**config.mk**
```make
export PLATFORM = sky130hd
export DESIGN_NAME = mem_wb_stage_flat
export DESIGN_NICKNAME = d
export VERILOG_FILES = /design/src/rtl/mem_pkg.sv /design/src/rtl/mem_wb_stage_if.sv /design/src/rtl/dmem_ctrl.sv /design/src/rtl/mem_wb_stage.sv /design/src/flat_wrapper.sv
export SDC_FILE = /design/constraint.sdc
export NUM_CORES = 1
export LEC_CHECK = 0
export ABC_AREA = 1
export CAP_MARGIN = 20
export CORE_AREA = 2 2 135 137
export DETAILED_ROUTE_END_ITERATION = 6
export DIE_AREA = 0 0 137 139
export GPL_ROUTABILITY_DRIVEN = 0
export PLACE_DENSITY = 0.82
export SLEW_MARGIN = 25
export SYNTH_ARGS = -nofsm -noshare
export SYNTH_HDL_FRONTEND = slang
export SYNTH_HIERARCHICAL = 1
export SYNTH_SLANG_ARGS = --single-unit
```
**constraint.sdc**
```tcl
create_clock -name clk -period 2.18 [get_ports clk]
set_input_delay 0.654 -clock clk [delete_from_list [all_inputs] [get_ports clk]]
set_output_delay 0.654 -clock clk [all_outputs]
set_load 0.05 [all_outputs]
```
**src/rtl/mem_pkg.sv**
```systemverilog
// mem_pkg: shared definitions for the MEM stage / MEM-WB pipeline register.
//   - bit positions inside the MEM and WB control bundles from EX/MEM
//   - encoding of the data-memory access FSM
package mem_pkg;

    localparam int MEM_BRANCH  = 2;
    localparam int MEM_READ    = 1;
    localparam int MEM_WRITE   = 0;
    localparam int WB_REGWRITE = 1;
    localparam int WB_MEMTOREG = 0;

    typedef enum logic {
        IDLE = 1'b0,
        WAIT = 1'b1
    } mem_state_e;

endpackage

```
**src/rtl/mem_wb_stage_if.sv**
```systemverilog
// mem_wb_stage_if: data-memory request/acknowledge bus.
//   dmem_req   master->slave  access in progress
//   dmem_we    master->slave  1=write, 0=read
//   dmem_addr  master->slave  byte address
//   dmem_wdata master->slave  store data
//   dmem_ack   slave->master  completion, dmem_rdata valid in the same cycle
//   dmem_rdata slave->master  load data
interface mem_wb_stage_if #(
    parameter int N = 32
);
    logic         dmem_req;
    logic         dmem_we;
    logic [N-1:0] dmem_addr;
    logic [N-1:0] dmem_wdata;
    logic         dmem_ack;
    logic [N-1:0] dmem_rdata;

    modport master (
        output dmem_req, dmem_we, dmem_addr, dmem_wdata,
        input  dmem_ack, dmem_rdata
    );

    modport slave (
        input  dmem_req, dmem_we, dmem_addr, dmem_wdata,
        output dmem_ack, dmem_rdata
    );
endinterface

```
**src/rtl/dmem_ctrl.sv**
```systemverilog
// dmem_ctrl: IDLE/WAIT handshake FSM for the data-memory port.
//   clk, rst_n  clock, async active-low reset
//   mem_op      current EX/MEM entry reads or writes memory
//   dmem_ack    memory completion
//   dmem_req    request to memory
//   stall       freeze upstream stages
//   capture     MEM/WB loads the current entry this edge (else a bubble)
module dmem_ctrl
    import mem_pkg::*;
(
    input  logic clk,
    input  logic rst_n,
    input  logic mem_op,
    input  logic dmem_ack,
    output logic dmem_req,
    output logic stall,
    output logic capture
);

    mem_state_e state_q, state_d;

    always_ff @(posedge clk or negedge rst_n) begin
        if (!rst_n) state_q <= IDLE;
        else        state_q <= state_d;
    end

    always_comb begin
        state_d  = state_q;
        dmem_req = 1'b0;
        stall    = 1'b0;
        capture  = 1'b0;
        case (state_q)
            IDLE: begin
                // ack is deliberately ignored here: a request must be seen
                // for at least one cycle before completion is accepted.
                if (mem_op) begin
                    dmem_req = 1'b1;
                    stall    = 1'b1;
                    state_d  = WAIT;
                end else begin
                    capture  = 1'b1;
                end
            end
            WAIT: begin
                dmem_req = 1'b1;
                if (dmem_ack) begin
                    capture = 1'b1;
                    state_d = IDLE;
                end else begin
                    stall   = 1'b1;
                end
            end
            default: state_d = IDLE;
        endcase
        // While reset is held the state is IDLE but the EX/MEM entry may still
        // be a memory op; force the handshake quiet immediately.
        if (!rst_n) begin
            dmem_req = 1'b0;
            stall    = 1'b0;
            capture  = 1'b0;
        end
    end

endmodule

```
**src/rtl/mem_wb_stage.sv**
```systemverilog
// mem_wb_stage: MEM stage plus MEM/WB pipeline register.
//   clk, rst_n        clock, async active-low reset
//   MEM_in, WB_in     EX/MEM control ({Branch,MemRead,MemWrite}, {RegWrite,MemtoReg})
//   Alu, Writedata    ALU result / address, store data
//   loadregout        destination register
//   branchout, zero1  branch target, ALU zero flag
//   dmem              data-memory bus (master side)
//   stall             freeze PC, IF/ID, ID/EX, EX/MEM
//   pcsrc, branch_target  branch redirect
//   WB_out, memdata, aluout_wb, wbreg, wb_data  registered MEM/WB outputs
module mem_wb_stage
    import mem_pkg::*;
#(
    parameter int N = 32
) (
    input  logic                  clk,
    input  logic                  rst_n,
    input  logic [2:0]            MEM_in,
    input  logic [1:0]            WB_in,
    input  logic [N-1:0]          Alu,
    input  logic [N-1:0]          Writedata,
    input  logic [4:0]            loadregout,
    input  logic [N-1:0]          branchout,
    input  logic                  zero1,
    mem_wb_stage_if.master        dmem,
    output logic                  stall,
    output logic                  pcsrc,
    output logic [N-1:0]          branch_target,
    output logic [1:0]            WB_out,
    output logic [N-1:0]          memdata,
    output logic [N-1:0]          aluout_wb,
    output logic [4:0]            wbreg,
    output logic [N-1:0]          wb_data
);

    logic         mem_op;
    logic         is_read;
    logic         capture;
    logic         req;
    logic [N-1:0] memdata_d;

    assign mem_op  = MEM_in[MEM_READ] | MEM_in[MEM_WRITE];
    // Read+write together is treated as a write, so it never updates memdata.
    assign is_read = MEM_in[MEM_READ] & ~MEM_in[MEM_WRITE];

    dmem_ctrl u_ctrl (
        .clk      (clk),
        .rst_n    (rst_n),
        .mem_op   (mem_op),
        .dmem_ack (dmem.dmem_ack),
        .dmem_req (req),
        .stall    (stall),
        .capture  (capture)
    );

    assign dmem.dmem_req   = req;
    assign dmem.dmem_we    = MEM_in[MEM_WRITE];
    assign dmem.dmem_addr  = Alu;
    assign dmem.dmem_wdata = Writedata;

    assign pcsrc         = MEM_in[MEM_BRANCH] & zero1 & ~stall;
    assign branch_target = branchout;

    // capture for a read only happens on the ack cycle, so rdata is valid.
    assign memdata_d = is_read ? dmem.dmem_rdata : memdata;

    always_ff @(posedge clk or negedge rst_n) begin
        if (!rst_n) begin
            WB_out    <= '0;
            memdata   <= '0;
            aluout_wb <= '0;
            wbreg     <= '0;
            wb_data   <= '0;
        end else if (capture) begin
            WB_out    <= WB_in;
            memdata   <= memdata_d;
            aluout_wb <= Alu;
            wbreg     <= loadregout;
            // Select from the values being written, not the old register.
            wb_data   <= WB_in[WB_MEMTOREG] ? memdata_d : Alu;
        end else begin
            // Bubble: kill the control, leave the data fields alone.
            WB_out    <= '0;
        end
    end

endmodule

```
**src/flat_wrapper.sv**
```systemverilog
// flat-port wrapper written by rule: the top's interface ports become plain ports
module mem_wb_stage_flat import mem_pkg::*;
#(
    parameter int N = 32
)
  (clk, rst_n, MEM_in, WB_in, Alu, Writedata, loadregout, branchout, zero1, stall, pcsrc, branch_target, WB_out, memdata, aluout_wb, wbreg, wb_data, dmem_dmem_req, dmem_dmem_we, dmem_dmem_addr, dmem_dmem_wdata, dmem_dmem_ack, dmem_dmem_rdata);
  mem_wb_stage_if #(.N(N)) dmem_i ();
  input  logic clk;
  input  logic rst_n;
  input  logic [2:0] MEM_in;
  input  logic [1:0] WB_in;
  input  logic [N-1:0] Alu;
  input  logic [N-1:0] Writedata;
  input  logic [4:0] loadregout;
  input  logic [N-1:0] branchout;
  input  logic zero1;
  output logic stall;
  output logic pcsrc;
  output logic [N-1:0] branch_target;
  output logic [1:0] WB_out;
  output logic [N-1:0] memdata;
  output logic [N-1:0] aluout_wb;
  output logic [4:0] wbreg;
  output logic [N-1:0] wb_data;
  output wire logic [$bits(dmem_i.dmem_req)-1:0] dmem_dmem_req;
  output wire logic [$bits(dmem_i.dmem_we)-1:0] dmem_dmem_we;
  output wire logic [$bits(dmem_i.dmem_addr)-1:0] dmem_dmem_addr;
  output wire logic [$bits(dmem_i.dmem_wdata)-1:0] dmem_dmem_wdata;
  input wire logic [$bits(dmem_i.dmem_ack)-1:0] dmem_dmem_ack;
  input wire logic [$bits(dmem_i.dmem_rdata)-1:0] dmem_dmem_rdata;
  assign dmem_dmem_req = dmem_i.dmem_req;
  assign dmem_dmem_we = dmem_i.dmem_we;
  assign dmem_dmem_addr = dmem_i.dmem_addr;
  assign dmem_dmem_wdata = dmem_i.dmem_wdata;
  assign dmem_i.dmem_ack = dmem_dmem_ack;
  assign dmem_i.dmem_rdata = dmem_dmem_rdata;
  mem_wb_stage #(.N(N)) u_core (.clk(clk), .rst_n(rst_n), .MEM_in(MEM_in), .WB_in(WB_in), .Alu(Alu), .Writedata(Writedata), .loadregout(loadregout), .branchout(branchout), .zero1(zero1), .dmem(dmem_i), .stall(stall), .pcsrc(pcsrc), .branch_target(branch_target), .WB_out(WB_out), .memdata(memdata), .aluout_wb(aluout_wb), .wbreg(wbreg), .wb_data(wb_data));
endmodule
```
Word level (Yosys, flattened, before mapping)
Cells that the tools add are included.

Add/subtract/negate cells: 0. Multipliers: 0. Divide/modulo/power cells: 0. Order comparisons: 0. Equal/unequal tests: 0. Shift operators: 0. Muxes and demuxes: 13. Bitwise gates (word level): 7. Reduce and logical (&&, ||, !) cells: 0.

Operator list (count): 2-to-1 mux 32 bit (2); 2-to-1 mux 1 bit (7); one-hot mux 1 bit (2 select lines) (3); bitwise AND 1 bit (3); NOT 1 bit (3); 2-to-1 mux 2 bit (1); OR 1 bit (1).

Register bits: 104. Bits in latches: 0. RAM bits: 0. Bits in read-only memories: 0. Input port bits: 142. Output and inout port bits: 203. Word-level logic and storage cells: 26. Memories kept: 0.

Depth between registers and ports, before layout
Word-level depth: 6. Depth in mapped cells: 12. Depth with buffers taken out: 8.

Cells and area by module
The synthesis kept the hierarchy.

By module, submodules not included: mem_wb_stage (instances 1, cells each 713, area each 5444.0 sq um, seq. area each 2577.5 sq um); dmem_ctrl (instances 1, cells each 13, area each 78.8 sq um, seq. area each 25.0 sq um).

Least setup slack after synthesis
No wires, ideal clock.

Kind: input to output. Start point: input port MEM_in[1]. End point: output port pcsrc. Arrival time: 2.359 ns. Required time: 1.526 ns. Path slack: -0.833 ns. Stages: 6. Path buffers: 2. Path through: buf_2 buf_2 or2_2 o21ai_0 nor2_1 nor2_1.

Longest elaborated chain between the ends: 6.

Ends and longest elaborated chain: start, declared (line flat_wrapper.sv:10) `input logic [2:0] MEM_in;`; OR 1 bit (line mem_wb_stage.sv:42) `assign mem_op = MEM_in[MEM_READ] | MEM_in[MEM_WRITE];`; via u_core.mem_op (line mem_wb_stage.sv:36) `logic mem_op;`; 2-to-1 mux 1 bit (line dmem_ctrl.sv:36) `if (mem_op) begin`; one-hot mux 1 bit (2 select lines) (line dmem_ctrl.sv:32) `case (state_q)`; 2-to-1 mux 1 bit (line dmem_ctrl.sv:57) `if (!rst_n) begin`; via stall (line flat_wrapper.sv:17) `output logic stall;`; NOT 1 bit (line mem_wb_stage.sv:61) `assign pcsrc = MEM_in[MEM_BRANCH] & zero1 & ~stall;`; bitwise AND 1 bit (line mem_wb_stage.sv:61); end, declared (line flat_wrapper.sv:18) `output logic pcsrc;`.

The timed path passes the listed nets, and every way through them passes these cells.

Final worst setup path
Start point: input port MEM_in[1]. End point: output port pcsrc.

Longest elaborated chain between the ends: 6.

Ends and longest elaborated chain (line): OR 1 bit (mem_wb_stage.sv:42); via u_core.mem_op (mem_wb_stage.sv:36); 2-to-1 mux 1 bit (dmem_ctrl.sv:36); one-hot mux 1 bit (2 select lines) (dmem_ctrl.sv:32); 2-to-1 mux 1 bit (dmem_ctrl.sv:57); NOT 1 bit (mem_wb_stage.sv:61); bitwise AND 1 bit (mem_wb_stage.sv:61).

The timed path passes the listed nets, and every way through them passes these cells.

==> impl_results.md <==
- Outcome: completed
- Syn_area_per_cell: between 7 and 8 µm²
- Peak VDD IR: slightly above 0.6 mV
- Most common cell after layout, fill and taps aside: nand2_1
- # Post-CTS Setup Buffers: 0
- Most frequent cells in the layout: nand2_1, dfrtp_1, clkdlybuf4s50_1
- Largest net degree at the start of global routing: about 110
- Reg area: between 2000 and 3000 µm²
- Max-slew violation count: 0
- Register area share after synthesis: between 40% and 50%
- CP required: 1.53 ns
- Die Span Y: 139 µm
- Drt drc: 0
- RSZ-0062 raised after global routing: no
- Worst path cell trace: buf_8 -> or2_4 -> o21ai_4 -> nor2_4 -> nor2_4 -> buf_12
- Total power: 10.7 mW
- Least-Margin Pin Slew: 0.575 ns
- Syn Std Cell Area: between 5000 and 6000 µm²
- Root buffer cell: clkbuf_16
- Diodes inserted: 0
- Max-cap violations: 0
- CTS tree: done
- Highest clock rate: about 0.47 GHz
- Net count after synthesis: between 800 and 900
- Crit Path Class: primary input to output port
- Cell Pwr Density: about 1400 nW/µm²
- DRT Pass-1 Iters: 5
- Final Hold Vio Count: 0
- Final HPWL DP: between 10 and 15 mm
- Die width: approximately 140 µm
- FILL cells: 1710
- Most frequent CP cell: nor2_4
- R2r startpoint: u_core/u_ctrl/state_q
- Multi-input gate area: approximately 1900 µm²
- Yosys reg bits: around 100
- Die area: ~19000 µm²
- Port Buffers: ~220
- Row Count: 49
- Worst endpoint data arrival time: 1.49 ns
- Final setup violation count: 0
- Initial core utilization: a little under a third
- Hold_buf cts: 0
- Critical path's slowest cell: or2_4
- Layout Nets: roughly 980
- Fin area: between 7000 and 8000 µm²
- Worst-skew pair later-pin latency: between 0.3 and 0.4 ns
- Mapped Cells: ~730
- GRT Overall Usage: between 10% and 20%
- Critical R2R Capture: u_core/wb_data[0]
- Static leakage: 4.56 nW
- CP max stage delay: 0.25 ns
- YS warnings: 6
- Slew headroom: 61.7%
- FF-to-FF setup slack: 0.70 ns
- H-tree depth: 3
- DR vias: slightly below 5000
- Area Overhead vs Synth: 43.8%
- Worst clock skew: between 0.009 and 0.01 ns
- Final ANT Viol Nets: 0
- DP Area: 7540 µm²
- Initial antenna violation count: 0
- Clock Pin Slew Worst Setup and Hold Paths: approximately 0.06 ns
- Ratio of cells with drive above 1 in the final layout: about 14%
- First-pass GRT wire length: about 24 mm
- WL/cell: 14.6 µm
- Worst reg-to-reg path cell count: 8
- CTS max path bufs: 2
- IO Pins: ~350
- Synth unique cells: 15
- Total CTS buffers: 9
- Vias in the first global route: about 4700
- Final min period: between 2 and 2.5 ns
- HP Class: primary input to async pin
- Vias/cell: 4.58
- Critical Path Start Type: primary input
- CP max FO: 3
- Wirelength, routed: between 15 and 20 mm
- Core area: 17700 µm²
- Final period utilization: between 90 and 100%
- Detailed Route Iter0 Violations: approximately 260
- Clock sinks: about 100
- GR Overflow Total: 0
- Critical Path End Type: output port
[cell families (layout without fill, tap and decap cells)]
family | Yosys count | in the layout | synth area share, %
buf+inv | 176 | 287 | 19.5
flops | 104 | 104 | 47.1
compound gates | 65 | 65 | 5.89
simple gates | 381 | 381 | 27.5
[worst max-delay path, delay by kind of cell]
kind / cells / cell delay, ns
and+or+nand+nor: 3 / 0.44
buffers and inverters: 2 / 0.25
AOI/OAI and AO/OA: 1 / 0.15
[per-layer routing]
metal | global-route usage (%) | part of all wire [%] | vias up | routed length, µm
li1 | - | - | 2374 | -
met1 | 20.2 | 41 | 2288 | 6370
met2 | 25.8 | 49 | 191 | 7560
met3 | 5.37 | 8.3 | 31 | 1290
met4 | 4.94 | 1.9 | 0 | 293
met5 | 0 | 0 | - | 0
[cell usage after synthesis]
master	n	area (µm²)
nor2_2	1	6.26
nor2_1	4	15.0
nand3_1	64	320
o21ai_0	30	150
buf_4	102	766
nand2_2	2	12.5
inv_1	38	143
buf_2	25	125
o21ai_1	3	15.0
inv_2	2	7.51
clkbuf_1	9	33.8
or2_2	1	6.26
dfrtp_1	104	2600
a21oi_1	32	160
nand2_1	309	1160
[per-stage QoR]
step / worst slack [ns] / hold slack (ns) / TNS (ns) / util (%) / instances
floorplan: -0.147 / 0.358 / -0.147 / - / 726
global placement: -0.295 / 0.455 / -13.40 / 42.7 / 1052
detailed placement: -0.303 / 0.464 / -15.40 / 42.7 / 1052
CTS: 0.000880 / 0.482 / 0 / 44.4 / 1066
global route: 0.00302 / 0.484 / 0 / 45.0 / 1066
finish: 0.0343 / 0.440 / 0 / 45.0 / 1066
[worst max path at each step]
stage / depth (start not counted) / startpoint / to / slack, ns
global route: 1 / u_core/wb_data[0] / wb_data[0] / 0.003
floorplan: 6 / MEM_in[1] / pcsrc / -0.15
finish: 6 / MEM_in[1] / pcsrc / 0.03
CTS: 1 / u_core/aluout_wb[14] / aluout_wb[14] / 0.0009
detailed placement: 6 / MEM_in[0] / pcsrc / -0.30
global placement: 6 / MEM_in[0] / pcsrc / -0.30
[where the power goes]
| group | total (mW) | internal [mW] | switching (mW) | leakage, nW |
|---|---|---|---|---|
| registers | 3.13 | 2.66 | 0.466 | 1.31 |
| logic | 5.78 | 1.73 | 4.06 | 3.09 |
| clock network | 1.83 | 1.11 | 0.717 | 0.158 |
[cell type report]
cell class | count | area share (%)
Clock inverter | 4 | 1.20
Tap cell | 229 | 3.61
Inverter | 40 | 1.92
Timing Repair Buffer | 233 | 33.8
Multi-Input combinational cell | 446 | 23.8
Sequential cell | 104 | 32.8
Clock buffer | 10 | 2.88
[flip-flops by register name, summed over array words and instances (netlist names)]
| register | count |
|---|---|
| u_core/aluout_wb | 32 |
| u_core/WB_out | 2 |
| u_core/wb_data | 32 |
| u_core/u_ctrl/state_q | 1 |
| u_core/memdata | 32 |
| u_core/wbreg | 5 |
[repair_timing]
action / in CTS / in global routing
pin swaps: 4 / 1
resized for setup: 34 / 39
setup endpoints to repair: 27 / 40
Power figures use the tool's default switching activity.
